File: config.mk
export PLATFORM = sky130hd
export DESIGN_NAME = fp32_to_bf16_narrow
export DESIGN_NICKNAME = d
export VERILOG_FILES = /design/src/rtl/fp32_to_bf16_narrow.sv
export SDC_FILE = /design/constraint.sdc
export NUM_CORES = 1
export LEC_CHECK = 0
export CAP_MARGIN = 20
export CORE_MARGIN = 2
export CORE_UTILIZATION = 48
export DETAILED_ROUTE_END_ITERATION = 8
export GPL_TIMING_DRIVEN = 0
export PLACE_DENSITY_LB_ADDON = 0.15
export SLEW_MARGIN = 20
export SYNTH_ARGS = -nofsm -noshare
export SYNTH_HDL_FRONTEND = slang
export SYNTH_SLANG_ARGS = --single-unit
File: constraint.sdc
create_clock -name clock -period 2.57 [get_ports clock]
set_clock_uncertainty 0.1 [all_clocks]
set_input_delay 0.257 -clock clock [delete_from_list [all_inputs] [get_ports clock]]
set_output_delay 0.257 -clock clock [all_outputs]
set_load 0.01 [all_outputs]
File: src/rtl/fp32_to_bf16_narrow.sv
// ============================================================================
// Module   : fp32_to_bf16_narrow
// Purpose  : Two-stage valid/ready pipeline narrowing binary32 to bfloat16
//            (round-to-nearest-even) with sticky exception flags.
//            Optional macro BF16_FTZ_EN flushes denormal inputs to signed zero.
// Revision : 1.0 - initial release
// ============================================================================
`default_nettype none

module fp32_to_bf16_narrow #(
    parameter int          PIPE_OUT  = 1,
    parameter logic [15:0] CANON_NAN = 16'h7FC0
) (
    input  logic        clock,
    input  logic        nreset,
    input  logic [31:0] in_data,
    input  logic        in_valid,
    output logic        in_ready,
    output logic [15:0] out_data,
    output logic        out_valid,
    input  logic        out_ready,
    input  logic        flag_clear,
    output logic        flag_inexact,
    output logic        flag_overflow,
    output logic        flag_nan,
    output logic        flag_underflow
);

    localparam logic [7:0] EXP_MAX = 8'hFF;

    logic        adv1;
    logic        adv2;
    logic        in_fire;
    logic        out_fire;

    logic        init_q, init_d;

    logic        s1_valid_q, s1_valid_d;
    logic [15:0] s1_upper_q, s1_upper_d;
    logic        s1_inc_q,   s1_inc_d;
    logic        s1_rnd_q,   s1_rnd_d;
    logic        s1_nan_q,   s1_nan_d;
    logic        s1_pass_q,  s1_pass_d;

    logic [15:0] res_data;
    logic [2:0]  res_flags;     // {nan, overflow, inexact}
    logic [2:0]  out_flags;
    logic [2:0]  flags_q, flags_d;

`ifdef BF16_FTZ_EN
    logic        s1_dnm_q, s1_dnm_d;
    logic        res_unf;
    logic        out_unf;
    logic        unf_q, unf_d;
`endif

    // in_ready stays low until the first clock after reset release
    assign init_d   = 1'b1;
    assign adv1     = !s1_valid_q | adv2;
    assign in_ready = init_q & adv1;
    assign in_fire  = in_valid & in_ready;
    assign out_fire = out_valid & out_ready;

    always_comb begin
        s1_valid_d = adv1 ? in_fire : s1_valid_q;
        s1_upper_d = s1_upper_q;
        s1_inc_d   = s1_inc_q;
        s1_rnd_d   = s1_rnd_q;
        s1_nan_d   = s1_nan_q;
        s1_pass_d  = s1_pass_q;
`ifdef BF16_FTZ_EN
        s1_dnm_d   = s1_dnm_q;
`endif
        if (in_fire) begin
            s1_upper_d = in_data[31:16];
            s1_inc_d   = in_data[15] & ((|in_data[14:0]) | in_data[16]);
            s1_rnd_d   = in_data[15] | (|in_data[14:0]);
            s1_nan_d   = (in_data[30:23] == EXP_MAX) && (in_data[22:0] != 23'd0);
            s1_pass_d  = ((in_data[30:23] == EXP_MAX) && (in_data[22:0] == 23'd0)) ||
                         (in_data[30:0] == 31'd0);
`ifdef BF16_FTZ_EN
            s1_dnm_d   = (in_data[30:23] == 8'd0) && (in_data[22:0] != 23'd0);
`endif
        end
    end

    always_ff @(posedge clock or negedge nreset) begin
        if (!nreset) begin
            init_q     <= 1'b0;
            s1_valid_q <= 1'b0;
            s1_upper_q <= 16'd0;
            s1_inc_q   <= 1'b0;
            s1_rnd_q   <= 1'b0;
            s1_nan_q   <= 1'b0;
            s1_pass_q  <= 1'b0;
        end else begin
            init_q     <= init_d;
            s1_valid_q <= s1_valid_d;
            s1_upper_q <= s1_upper_d;
            s1_inc_q   <= s1_inc_d;
            s1_rnd_q   <= s1_rnd_d;
            s1_nan_q   <= s1_nan_d;
            s1_pass_q  <= s1_pass_d;
        end
    end

    // Rounding carry out of the mantissa lands in the exponent; an all-ones
    // exponent after the add is therefore exactly the overflow-to-Inf case.
    always_comb begin
        res_data  = s1_upper_q;
        res_flags = 3'b000;
`ifdef BF16_FTZ_EN
        res_unf   = 1'b0;
`endif
        if (s1_nan_q) begin
            res_data     = {s1_upper_q[15], CANON_NAN[14:0]};
            res_flags[2] = 1'b1;
        end else if (s1_pass_q) begin
            res_data = s1_upper_q;
`ifdef BF16_FTZ_EN
        end else if (s1_dnm_q) begin
            res_data     = {s1_upper_q[15], 15'd0};
            res_flags[0] = 1'b1;
            res_unf      = 1'b1;
`endif
        end else begin
            res_data     = s1_upper_q + {15'd0, s1_inc_q};
            res_flags[0] = s1_rnd_q;
            res_flags[1] = (res_data[14:7] == EXP_MAX);
        end
    end

    generate
        if (PIPE_OUT != 0) begin : g_pipe_out
            logic        s2_valid_q, s2_valid_d;
            logic [15:0] s2_data_q,  s2_data_d;
            logic [2:0]  s2_flags_q, s2_flags_d;
`ifdef BF16_FTZ_EN
            logic        s2_unf_q,   s2_unf_d;
`endif

            assign adv2 = !s2_valid_q | out_ready;

            always_comb begin
                s2_valid_d = adv2 ? s1_valid_q : s2_valid_q;
                s2_data_d  = s2_data_q;
                s2_flags_d = s2_flags_q;
`ifdef BF16_FTZ_EN
                s2_unf_d   = s2_unf_q;
`endif
                if (adv2 && s1_valid_q) begin
                    s2_data_d  = res_data;
                    s2_flags_d = res_flags;
`ifdef BF16_FTZ_EN
                    s2_unf_d   = res_unf;
`endif
                end
            end

            always_ff @(posedge clock or negedge nreset) begin
                if (!nreset) begin
                    s2_valid_q <= 1'b0;
                    s2_data_q  <= 16'd0;
                    s2_flags_q <= 3'b000;
`ifdef BF16_FTZ_EN
                    s2_unf_q   <= 1'b0;
`endif
                end else begin
                    s2_valid_q <= s2_valid_d;
                    s2_data_q  <= s2_data_d;
                    s2_flags_q <= s2_flags_d;
`ifdef BF16_FTZ_EN
                    s2_unf_q   <= s2_unf_d;
`endif
                end
            end

            assign out_valid = s2_valid_q;
            assign out_data  = s2_data_q;
            assign out_flags = s2_flags_q;
`ifdef BF16_FTZ_EN
            assign out_unf   = s2_unf_q;
`endif
        end else begin : g_comb_out
            assign adv2      = out_ready;
            assign out_valid = s1_valid_q;
            assign out_data  = res_data;
            assign out_flags = res_flags;
`ifdef BF16_FTZ_EN
            assign out_unf   = res_unf;
`endif
        end
    endgenerate

    // Set wins over a coincident clear
    assign flags_d = (flags_q & ~{3{flag_clear}}) | (out_fire ? out_flags : 3'b000);

    always_ff @(posedge clock or negedge nreset) begin
        if (!nreset) begin
            flags_q <= 3'b000;
        end else begin
            flags_q <= flags_d;
        end
    end

    assign flag_nan      = flags_q[2];
    assign flag_overflow = flags_q[1];
    assign flag_inexact  = flags_q[0];

`ifdef BF16_FTZ_EN
    assign unf_d = (unf_q & ~flag_clear) | (out_fire & out_unf);

    always_ff @(posedge clock or negedge nreset) begin
        if (!nreset) begin
            unf_q <= 1'b0;
        end else begin
            unf_q <= unf_d;
        end
    end

    assign flag_underflow = unf_q;
`else
    assign flag_underflow = 1'b0;
`endif

endmodule

`default_nettype wire

* Word-level counts from Yosys, hierarchy flattened *
Cells that the tools add are included.

word-level totals
  flip-flop bits (word level) = 45
  input port bits = 37
  output and inout port bits = 22
  word-level logic and storage cells = 41

cells by class
  add/sub/neg operators = 1
  equality and inequality tests = 2
  muxes and demuxes = 6
  bitwise operators = 11
  reductions and logical operators = 10

operators by type and width
  cell                number
  $mux 16             2
  $logic_not 31->1    1
  $logic_not 23->1    1
  $reduce_bool 23->1  1
  $add 16x1->16       1
  $eq 8x8->1 const B  2
  $reduce_or 15->1    1
  $and 1x1->1         4
  $mux 2              2
  $or 1x1->1          4
  $and 3x3->3         1
  $logic_and 1x1->1   3
  $mux 3              1
  $not 3->3           1
  $or 3x3->3          1
  $logic_not 1->1     2
  $logic_or 1x1->1    1
  $mux 1              1

* Longest topological paths before layout *
  depth after elaboration = 5
  mapped depth = 5
  mapped depth without buffers = 5

* Worst setup path after synthesis *
OpenSTA, ideal clock, no wires.

  path kind = reg-to-reg
  start point = register s1_upper_q[0]
  end point = register g_pipe_out.s2_data_q[15] (netlist: out_data[15])
  library setup time = 69 ps
  data arrival time = 1,833 ps
  required time = 2,401 ps
  path slack = 568 ps
  stages on the path, launching flop included = 6
  path buffers = 0
  period minus slack after synthesis = 2,002 ps
  cell sequence = dfrtp_1 -> ha_1 -> nand4_2 -> or4_4 -> or4_1 -> nand3_1

on the way
  word-level cells in the longest chain between the ends = 3

ends and longest elaborated chain
  what                    line  source
  start, declared         39    logic [15:0] s1_upper_q, s1_upper_d;
  start signal, assigned  99    s1_upper_q <= s1_upper_d;
  $add 16x1->16           127   res_data = s1_upper_q + {15'd0, s1_inc_q};
  $mux 16                 118   end else if (s1_pass_q) begin
  $mux 16                 115   if (s1_nan_q) begin
  end signal, assigned    170   s2_data_q <= s2_data_d;
  end, declared           136   logic [15:0] s2_data_q, s2_data_d;

Every way passes these cells.
A chain may end at the register's enable or synchronous reset.

* Worst setup path after layout *
Same ends and word-level chain as after synthesis.

==> summary.txt <==
Yosys
  • EDFF count, synth: 0
  • Yosys warns: 0
  • Syn Nets: 242
  • Cells after Synth: just over 200
  • Yosys cell types: 34
  • Async set-reset flop share out of synthesis: 100%
  • Mean post-synth cell area: 10.5 µm²
  • Seq cells post-synth: between 40 and 50
  • Post-synthesis sequential area ratio: 52.7%
  • Top_reg_cell synth: dfrtp_1
  • Mapped cell area: 2140 µm²

Place
  • # port buffers: 57
  • Dpl ws: 0.180 ns
  • Global placement routability congestion: 0.771
  • Dpl hpwl: 3.57 mm
  • Placed Cells incl. Taps: 313
  • Placed cell areas: 2790 µm²

Setup path
  • CP max stage delay: 0.58 ns
  • Req. time, crit path: 2.71 ns
  • Critical path arrival: approximately 2.3 ns
  • CP Cell Sequence: ha_1 > nand4_2 > or4_4 > or4_1 > nand3_1
  • Critical path class: reg -> reg
  • FF-to-FF End: out_data[15]
  • Register-to-Register Path Depth: 5
  • Setup crit end kind: register
  • Reg-to-reg setup timing slack: between 0.3 and 0.4 ns
  • Reg2reg start: s1_upper_q[0]
  • Max stage delay cell, worst path: or4_4
  • CP Max Fanout: 5
  • Crit path launch type: register

Detailed routing
  • Routed vias: 1,769
  • Vias/cell: 5.51
  • Final wirelength: about 4.5 mm
  • Drt pass-1 iters: 4
  • DRT iter0 DRCs: 67
  • DRC: 0
  • Final ANT Viol Nets: 0
  • Routed len/inst: 14.0 µm

STA
  • Final WS setup: ~0.4 ns
  • Fin Setup TNS: 0 ns
  • Hold WS: 0.318 ns
  • Number of setup violations in the final report: 0
  • Actual slew at the worst max-slew pin: around 0.54 ns
  • Fmax: 0.461 GHz
  • Final Max Tran Viols: 0
  • Period minus WS final: 2.17 ns
  • Final Hold Fails: 0
  • Worst slew margin: 64.2%
  • Unrepaired setup endpoints after global routing: no
  • Final cycle utilization of the critical path: 84.5%

Power and ir drop
  • Pwr Total: 2.00 mW
  • P_leak: 1.16 nW
  • VDD IR max: 0.000351 V
  • Pwr per Cell Area: 691 nW/µm²

Floorplanning
  • Initial core utilization: 49.4%
  • Ports: 59
  • Die width: 70.7 µm
  • Die H: between 70 and 80 µm
  • Die area: 5000 µm²
  • # rows: 24
  • Core Region: 4320 µm²

GRT
  • All-Layer GR Usage: 19.8%
  • Initial antenna violation count: 0
  • Largest net degree at the start of global routing: 29
  • Grt ovf: 0
  • First-pass GRT wire length: 7.89 mm
  • Number of global-route vias before repair: 1,757

Clocking
  • Clock Path Buffers: 2
  • Skew-Pair Late Insertion Delay: ~0.30 ns
  • Sink Count: 45
  • CTS Buf Count: 5
  • CTS H-tree lvls: 2
  • TritonCTS clock tree: built
  • Root buf cell: clkbuf_8
  • Clock slew at reported path FFs: around 0.08 ns
  • CTS-repair resized insts: 0

Final layout
  • Area grow syn2layout: 35.8%
  • Layout cells sized above 1: 10.8%
  • Utilization after layout: 67.1%
  • Post-Layout Cell Count: 321
  • Post-route design area: roughly 2900 µm²
  • Nets: slightly above 300
  • Ant diodes: 0

Flow run
  • Max cap viols: 0

Hold path
  • HP Class: in -> async

Outcome
  • Status: completed
==> critical path: cells and delay by family, from the launching register on <==
family | cells | cell delay, ns
AND/OR/NAND/NOR | 4 | 1.34
flip-flops | 1 | 0.40
adder cells (fa/ha/maj) | 1 | 0.28
==> placed cells by master (no fill, tap or decap), types with 2 or more instances in the layout <==
cell type and n:
clkdlybuf4s50_1 56, dfrtp_1 45, nand2_1 20, mux2_2 16, nor2_1 15, xnor2_1 12
nor4_1 9, a21oi_1 9, nand3_1 8, nor3_1 8, o21ai_0 7, clkbuf_1 6
nand4_1 6, a22o_1 6, clkbuf_8 5, inv_1 4, nand3b_1 3, nand2b_1 3
xor2_1 3, o31ai_1 3, and2_1 2, or4_1 2, ha_1 2, conb_1 2
==> worst max-delay path by stage <==
stage | slack [ns] | endpoint | cells past startpoint | start
after floorplan | 0.57 | out_data[15] | 5 | s1_upper_q[0]
after global placement | -0.04 | s1_upper_q[10] | 1 | nreset
after detailed placement | 0.18 | s1_upper_q[4] | 5 | out_ready
after CTS | 0.40 | out_data[15] | 5 | s1_upper_q[0]
after global routing | 0.29 | g_pipe_out.s2_flags_q[1] | 4 | s1_upper_q[2]
final | 0.40 | out_data[15] | 5 | s1_upper_q[0]
==> repair_timing <==
action                                 CTS  global route
setup buffers                            0             0
hold buffers                             1             0
endpoints found under the hold margin   17             0
==> per-layer routing <==
layer / wire, µm / GRT usage, % / part of all wire, % / vias up
li1: - / - / - / 858
met1: 1990 / 26.0 / 44 / 841
met2: 2200 / 33.2 / 49 / 60
met3: 237 / 4.27 / 5.3 / 10
met4: 75 / 6.08 / 1.7 / 0
met5: 0 / 0 / 0 / -
==> flip-flops by register name, indices dropped and copies added (netlist names) <==
signal and cells:
s1_upper_q 16, out_data 16, flags_q 3, s1_inc_q 1, s1_pass_q 1, init_q 1, s1_valid_q 1, out_valid 1
s1_rnd_q 1, g_pipe_out.s2_flags_q 3, s1_nan_q 1
==> synth_stat cells, drive strengths merged (2+ instances only) <==
cell type   n  share of area (%)
dfrtp      45                 53
nand2      20                3.5
mux2       16                8.4
nor2       15                2.6
xnor2      12                4.9
a21oi       9                2.1
nor4        9                2.6
nand3       8                1.9
nor3        8                1.9
nand4       7                2.3
o21ai       7                1.6
a22o        6                2.5
clkbuf      6                1.1
inv         4               0.70
nand2b      3               0.88
nand3b      3                1.1
o31ai       3                1.1
or4         3                1.2
xor2        3                1.2
and2        2               0.59
buf         2               0.53
conb        2               0.35
ha          2                1.2
==> logic make-up (layout without fill, tap and decap cells) <==
| family | after synthesis | count (layout) | share of synthesized area [%] |
|---|---|---|---|
| AOI/OAI and AO/OA | 29 | 29 | 8.79 |
| xor gates and xnor gates | 15 | 15 | 6.15 |
| adders and majority gates | 2 | 2 | 1.17 |
| buffers and inverters | 12 | 78 | 2.28 |
| DFF | 45 | 45 | 52.7 |
| muxes | 17 | 17 | 8.90 |
| other | 2 | 2 | 0.352 |
| and+or+nand+nor | 81 | 81 | 19.6 |
==> layout make-up <==
type | count | area [µm²]
well taps | 52 | 65.1
repair buffers | 59 | 596
clock inverters | 2 | 35.0
fillers | 356 | 1420
plain buffers | 8 | 33.8
flip-flops and latches | 45 | 1130
clock buffers | 5 | 68.8
inverters | 4 | 15.0
multi-input cells | 146 | 961
==> report_power, final <==
| group | switching, mW | leakage [nW] | internal (mW) |
|---|---|---|---|
| Clock | 0.227 | 0.0540 | 0.283 |
| Sequential | 0.117 | 0.543 | 0.841 |
| Combinational | 0.216 | 0.561 | 0.319 |
Note: power is estimated with default switching activity, not from simulation.
